===== config.mk =====
export PLATFORM = sky130hd
export DESIGN_NAME = ramxfer_patgen_flat
export DESIGN_NICKNAME = d
export VERILOG_FILES = /design/src/rtl/ramxfer_patgen_if.sv /design/src/rtl/ramxfer_patgen.sv /design/src/flat_wrapper.sv
export SDC_FILE = /design/constraint.sdc
export NUM_CORES = 1
export LEC_CHECK = 0
export ABC_CLOCK_PERIOD_IN_PS = 5400
export CAP_MARGIN = 20
export CORE_MARGIN = 5
export CORE_UTILIZATION = 50
export DETAILED_ROUTE_END_ITERATION = 6
export GPL_TIMING_DRIVEN = 0
export PLACE_DENSITY = 0.81
export SLEW_MARGIN = 20
export SYNTH_ARGS = -nofsm -noshare
export SYNTH_HDL_FRONTEND = slang
export SYNTH_SLANG_ARGS = --single-unit

===== constraint.sdc =====
create_clock -name clk -period 5.4 [get_ports clk]
set_clock_uncertainty 0.2 [all_clocks]
set_input_delay 1.08 -clock clk [delete_from_list [all_inputs] [get_ports clk]]
set_output_delay 1.08 -clock clk [all_outputs]
set_load 0.01 [all_outputs]

===== src/rtl/ramxfer_patgen_if.sv =====
// Pipe-side handshake bundle between the pattern engine and the SDRAM transfer block.
// master = pattern engine (drives strobes and write data), slave = transfer block.
interface ramxfer_patgen_if;
  logic        wr_ready;
  logic        wr_en;
  logic [15:0] wr_data;
  logic        rd_valid;
  logic        rd_en;
  logic [15:0] rd_data;

  modport master (
    input  wr_ready, rd_valid, rd_data,
    output wr_en, wr_data, rd_en
  );

  modport slave (
    output wr_ready, rd_valid, rd_data,
    input  wr_en, wr_data, rd_en
  );
endinterface


===== src/rtl/ramxfer_patgen.sv =====
// LFSR test-pattern engine: write pass streams a seeded LFSR into Pipe In, read pass checks Pipe Out.
// Define RAMXFER_PATGEN_ERRLOG_EN to build the first-error log (err_valid/err_index/err_expected/err_actual).
module ramxfer_patgen #(
  parameter int CNT_W = 24,
  parameter int ERR_W = 16
) (
  input  logic             clk,
  input  logic             reset,
  input  logic             start,
  input  logic             mode,
  input  logic             abort,
  input  logic [31:0]      seed,
  input  logic [CNT_W-1:0] word_count,
  ramxfer_patgen_if.master pipe,
  output logic             busy,
  output logic             done,
  output logic [CNT_W-1:0] words_done,
  output logic [ERR_W-1:0] err_count,
  output logic             err_valid,
  output logic [CNT_W-1:0] err_index,
  output logic [15:0]      err_expected,
  output logic [15:0]      err_actual
);

  typedef enum logic [1:0] {IDLE, WRITE, READ, DONE} state_t;

  state_t           state_reg;
  logic [31:0]      lfsr_reg;
  logic [31:0]      lfsr_next;
  logic [CNT_W-1:0] target_reg;
  logic [CNT_W-1:0] issued_reg;
  logic [CNT_W-1:0] words_done_reg;
  logic [ERR_W-1:0] err_count_reg;
  logic             cmp_valid_reg;
  logic [15:0]      cmp_expected_reg;
  logic             more;
  logic             wr_fire;
  logic             rd_fire;
  logic             mismatch;

  assign lfsr_next = {lfsr_reg[30:0], lfsr_reg[31] ^ lfsr_reg[21] ^ lfsr_reg[1] ^ lfsr_reg[0]};
  assign more      = issued_reg < target_reg;
  assign wr_fire   = (state_reg == WRITE) && !abort && pipe.wr_ready && more;
  assign rd_fire   = (state_reg == READ)  && !abort && pipe.rd_valid && more;
  assign mismatch  = cmp_valid_reg && (pipe.rd_data != cmp_expected_reg);

  assign pipe.wr_en   = wr_fire;
  assign pipe.rd_en   = rd_fire;
  assign pipe.wr_data = (state_reg == WRITE) ? lfsr_reg[15:0] : 16'h0000;
  assign busy         = (state_reg != IDLE);
  assign done         = (state_reg == DONE);
  assign words_done   = words_done_reg;
  assign err_count    = err_count_reg;

  always_ff @(posedge clk or posedge reset) begin
    if (reset) begin
      state_reg        <= IDLE;
      lfsr_reg         <= 32'h0000_0001;
      target_reg       <= '0;
      issued_reg       <= '0;
      words_done_reg   <= '0;
      err_count_reg    <= '0;
      cmp_valid_reg    <= 1'b0;
      cmp_expected_reg <= 16'h0000;
    end else if (abort) begin
      // In-flight compare is dropped; counters keep their values.
      state_reg     <= IDLE;
      cmp_valid_reg <= 1'b0;
    end else begin
      case (state_reg)
        IDLE: begin
          cmp_valid_reg <= 1'b0;
          if (start) begin
            state_reg      <= mode ? READ : WRITE;
            lfsr_reg       <= (seed == 32'h0) ? 32'h0000_0001 : seed;
            target_reg     <= word_count;
            issued_reg     <= '0;
            words_done_reg <= '0;
            err_count_reg  <= '0;
          end
        end
        WRITE: begin
          if (wr_fire) begin
            lfsr_reg       <= lfsr_next;
            issued_reg     <= issued_reg + CNT_W'(1);
            words_done_reg <= words_done_reg + CNT_W'(1);
          end
          if ((issued_reg == target_reg) || (wr_fire && (issued_reg + CNT_W'(1) == target_reg)))
            state_reg <= DONE;
        end
        READ: begin
          cmp_valid_reg <= rd_fire;
          if (rd_fire) begin
            lfsr_reg         <= lfsr_next;
            issued_reg       <= issued_reg + CNT_W'(1);
            cmp_expected_reg <= lfsr_reg[15:0];
          end
          if (cmp_valid_reg) begin
            words_done_reg <= words_done_reg + CNT_W'(1);
            if (mismatch && (err_count_reg != {ERR_W{1'b1}}))
              err_count_reg <= err_count_reg + ERR_W'(1);
          end
          // Once everything is issued, the compare in this cycle (if any) is the last one.
          if (issued_reg == target_reg)
            state_reg <= DONE;
        end
        DONE: begin
          state_reg <= IDLE;
        end
        default: state_reg <= IDLE;
      endcase
    end
  end

`ifdef RAMXFER_PATGEN_ERRLOG_EN
  logic             err_valid_reg;
  logic [CNT_W-1:0] err_index_reg;
  logic [15:0]      err_expected_reg;
  logic [15:0]      err_actual_reg;

  // words_done_reg counts completed compares, so it is the index of the word under compare.
  always_ff @(posedge clk or posedge reset) begin
    if (reset) begin
      err_valid_reg    <= 1'b0;
      err_index_reg    <= '0;
      err_expected_reg <= 16'h0000;
      err_actual_reg   <= 16'h0000;
    end else if (!abort) begin
      if ((state_reg == IDLE) && start) begin
        err_valid_reg    <= 1'b0;
        err_index_reg    <= '0;
        err_expected_reg <= 16'h0000;
        err_actual_reg   <= 16'h0000;
      end else if ((state_reg == READ) && mismatch && !err_valid_reg) begin
        err_valid_reg    <= 1'b1;
        err_index_reg    <= words_done_reg;
        err_expected_reg <= cmp_expected_reg;
        err_actual_reg   <= pipe.rd_data;
      end
    end
  end

  assign err_valid    = err_valid_reg;
  assign err_index    = err_index_reg;
  assign err_expected = err_expected_reg;
  assign err_actual   = err_actual_reg;
`else
  assign err_valid    = 1'b0;
  assign err_index    = '0;
  assign err_expected = 16'h0000;
  assign err_actual   = 16'h0000;
`endif

endmodule


===== src/flat_wrapper.sv =====
// flat-port wrapper written by rule: the top's interface ports become plain ports
module ramxfer_patgen_flat 
#(
  parameter int CNT_W = 24,
  parameter int ERR_W = 16
)
  (clk, reset, start, mode, abort, seed, word_count, busy, done, words_done, err_count, err_valid, err_index, err_expected, err_actual, pipe_wr_ready, pipe_rd_valid, pipe_rd_data, pipe_wr_en, pipe_wr_data, pipe_rd_en);
  ramxfer_patgen_if pipe_i ();
  input  logic clk;
  input  logic reset;
  input  logic start;
  input  logic mode;
  input  logic abort;
  input  logic [31:0] seed;
  input  logic [CNT_W-1:0] word_count;
  output logic busy;
  output logic done;
  output logic [CNT_W-1:0] words_done;
  output logic [ERR_W-1:0] err_count;
  output logic err_valid;
  output logic [CNT_W-1:0] err_index;
  output logic [15:0] err_expected;
  output logic [15:0] err_actual;
  input wire logic [$bits(pipe_i.wr_ready)-1:0] pipe_wr_ready;
  input wire logic [$bits(pipe_i.rd_valid)-1:0] pipe_rd_valid;
  input wire logic [$bits(pipe_i.rd_data)-1:0] pipe_rd_data;
  output wire logic [$bits(pipe_i.wr_en)-1:0] pipe_wr_en;
  output wire logic [$bits(pipe_i.wr_data)-1:0] pipe_wr_data;
  output wire logic [$bits(pipe_i.rd_en)-1:0] pipe_rd_en;
  assign pipe_i.wr_ready = pipe_wr_ready;
  assign pipe_i.rd_valid = pipe_rd_valid;
  assign pipe_i.rd_data = pipe_rd_data;
  assign pipe_wr_en = pipe_i.wr_en;
  assign pipe_wr_data = pipe_i.wr_data;
  assign pipe_rd_en = pipe_i.rd_en;
  ramxfer_patgen #(.CNT_W(CNT_W), .ERR_W(ERR_W)) u_core (.clk(clk), .reset(reset), .start(start), .mode(mode), .abort(abort), .seed(seed), .word_count(word_count), .pipe(pipe_i), .busy(busy), .done(done), .words_done(words_done), .err_count(err_count), .err_valid(err_valid), .err_index(err_index), .err_expected(err_expected), .err_actual(err_actual));
endmodule

==> results.sh <==
export IMPL_drive_above_1_share_pct=13.4
export IMPL_swShare_pct=42.9
export IMPL_arrival_ns=3.93
export IMPL_final_design_area_no_fill_mm2=0.0114
export IMPL_slew_headroom_pct=46.6
export IMPL_fin_crit_sh_pct=96.5
export IMPL_netlist_instances=960
export IMPL_r2r_end="u_core.issued_reg[19]"
export IMPL_cp_start_kind="flip-flop"
export IMPL_first_iter_violations=485
export IMPL_worst_pin_slew_ns=0.794
export IMPL_cp_endpoint="pipe_rd_en"
export IMPL_coreArea_mm2=0.0174
export IMPL_finalHoldViolations=0
export IMPL_path_clk_slew_ns=0.06
export IMPL_cts_buffers=17
export IMPL_routedWlPerCell_um=17.1
export IMPL_io_pins=196
export IMPL_cts_buffer_depth=2
export IMPL_clock_latency_ns=0.43
export IMPL_tns_ns=0
export IMPL_synth_cell_types=66
export IMPL_cts_root_buf="clkbuf_16"
export IMPL_final_max_slew_viol_count=0
export IMPL_fp_dieArea_mm2=0.0205
export IMPL_layout_common_cells="138 x clkdlybuf4s50_1, 138 x dfrtp_1, 109 x nand2_1"
export IMPL_grt_pass1_wl_um=38000
export IMPL_crit_type="flip-flop to primary output"
export IMPL_viasPerCell=5.60
export IMPL_antenna_found_initial=0
export IMPL_wl_um=24100
export IMPL_power_switching_w=0.00251
export IMPL_cts_hold_buf=0
export IMPL_synth_area_leader_cell="dfrtp_1"
export IMPL_rr_worst_depth=10
export IMPL_grt_util_all_layers_pct=23.1
export IMPL_reg2reg_slack_ns=1.03
export IMPL_synth_edf_count=0
export IMPL_hp_class="flip-flop to flip-flop"
export IMPL_postCtsResizedCells=0
export IMPL_drtAntennaViolNets=0
export IMPL_dr_total_vias=7901
export IMPL_synth_area_top_cells="dfrtp_1 39%, buf_4 5.3%, mux2_2 5.1%"
export IMPL_area_growth_pct=28.2
export IMPL_yosys_most_used_dff="dfrtp_1"
export IMPL_critPathCaptureType="primary output"
export IMPL_p_int_w=0.00334
export IMPL_cp_required_ns=4.12
export IMPL_ys_ff_latch=139
export IMPL_antennaDiodeCount=0
export IMPL_clockPowerShare_pct=20.1
export IMPL_drc_errors=0
export IMPL_power_frac_seq_pct=31.5
export IMPL_yosys_warnings=0
export IMPL_largest_reg_flops=32
export IMPL_seq_area_frac_synth_pct=39.2
export IMPL_status="completed"
export IMPL_place_area_mm2=0.0108
export IMPL_hpwl_um=18100
export IMPL_rsz0062_at_grt="no"
export IMPL_port_buffers=138
export IMPL_htreeDepth=4
export IMPL_grt_pass1_vias=7530
export IMPL_crit_start="u_core.issued_reg[1]"
export IMPL_tritoncts="built"
export IMPL_max_freq_mhz=192
export IMPL_grt_max_degree=92
export IMPL_leakage_nw=5.05
export IMPL_start_util_pct=51.1
export IMPL_syn_area_mm2=0.00887
export IMPL_critPathMaxFanout=10
export IMPL_layout_nets=1284
export IMPL_grt_ovfl_total=0
export IMPL_die_y_um=143
export IMPL_place_congestion=0.889
export IMPL_reg2reg_from="u_core.issued_reg[22]"
export IMPL_comb_power_share_pct=48.4
export IMPL_clkSinkCount=139
export IMPL_die_w_um=143
export IMPL_synth_avg_cell_area_um2=9.24
export IMPL_yosysTopAreaCellShare_pct=38.9
export IMPL_power_density_mw_per_mm2=514
export IMPL_period_needed_ns=5.21
export IMPL_drv_cap=0
export IMPL_irDropWorstVdd_mv=0.345
export IMPL_setup_viol=0
export IMPL_num_rows=48
export IMPL_firstDrtPassIters=5
export IMPL_post_cts_buffers=0
export IMPL_ys_async_sr_fraction_pct=100
-- stage by stage --
stage | setup WS [ns] | power (W) | hold WS, ns | cells | util (%)
after floorplan | 0.397 | 0.00371 | 0.250 | 1016 | -
after global placement | -1.62 | 0.00452 | 0.261 | 1379 | 61.9
after detailed placement | 0.685 | 0.00462 | 0.270 | 1380 | 62.1
after CTS | 0.231 | 0.00583 | 0.284 | 1412 | 65.5
after global routing | 0.0830 | 0.00623 | 0.304 | 1412 | 65.5
final | 0.190 | 0.00585 | 0.280 | 1412 | 65.5
-- worst min path at each step --
| stage | to | slack (ns) | startpoint | cells past startpoint |
|---|---|---|---|---|
| 2_1_floorplan | u_core.lfsr_reg[16] | 0.25 | u_core.lfsr_reg[16] | 2 |
| 3_3_place_gp | u_core.lfsr_reg[20] | 0.26 | u_core.lfsr_reg[20] | 2 |
| 5_1_grt | u_core.lfsr_reg[19] | 0.30 | u_core.lfsr_reg[19] | 2 |
| 3_5_place_dp | u_core.lfsr_reg[28] | 0.27 | u_core.lfsr_reg[28] | 2 |
| 4_1_cts | u_core.lfsr_reg[28] | 0.28 | u_core.lfsr_reg[28] | 2 |
| 6_report | u_core.lfsr_reg[28] | 0.28 | u_core.lfsr_reg[28] | 2 |
-- cell families after synthesis --
logic type,Yosys count,share of synthesized area (%)
simple gates,348,21.1
fa+ha+maj,31,4.37
mux,73,8.82
other cells,1,0.0423
xor+xnor,65,6.42
compound gates,157,11.1
buf+inv,146,8.90
flops,139,39.2
-- critical path: stages, from the launching register on --
cell             delay, ns
dfrtp_1               0.47
ha_1                  0.34
nor2b_1               0.13
o211ai_1              0.16
a21oi_1               0.08
o31ai_1               0.65
nand2_1               0.10
nor2_1                0.58
buf_2                 0.38
clkdlybuf4s50_1       0.60
-- synthesized netlist by cell type, types with 10 or more instances --
library cell,n
nand2_1,109
mux2i_1,32
o211ai_1,12
and2_1,25
ha_1,31
nor4_1,25
o21ai_0,64
mux2_2,40
inv_1,44
a21oi_1,32
clkbuf_1,34
nor3_1,15
or3_1,11
nand3_1,39
xor2_1,35
nand4_1,25
buf_4,63
nor2_1,44
and3_1,10
xnor2_1,30
dfrtp_1,138
-- area by class of cell --
class / count / area (µm²)
Sequential cell: 139 / 3480
Timing Repair Buffer: 139 / 1410
Inverter: 44 / 173
Clock buffer: 20 / 457
Clock inverter: 12 / 139
Buffer: 102 / 624
Fill cell: 1410 / 5990
Tap cell: 225 / 282
Multi-Input combinational cell: 731 / 4810
-- routing by layer --
layer / routed length, µm / track usage, % / vias to the layer above / share of wire [%]
li1: - / - / 3734 / -
met1: 9950 / 29.9 / 3771 / 41
met2: 11700 / 38.4 / 326 / 49
met3: 1690 / 4.25 / 70 / 7.0
met4: 751 / 9.55 / 0 / 3.1
met5: 0 / 0 / - / 0
-- power by group through the flow --
stage	combinational, W	sequential [W]	clock (W)
after floorplan	0.00199	0.00172	0
after global placement	0.00269	0.00182	0
after detailed placement	0.00278	0.00185	0
after CTS	0.00281	0.00183	0.00119
after global routing	0.00311	0.00189	0.00123
final	0.00283	0.00184	0.00118
(Power assumes the default switching activity.)
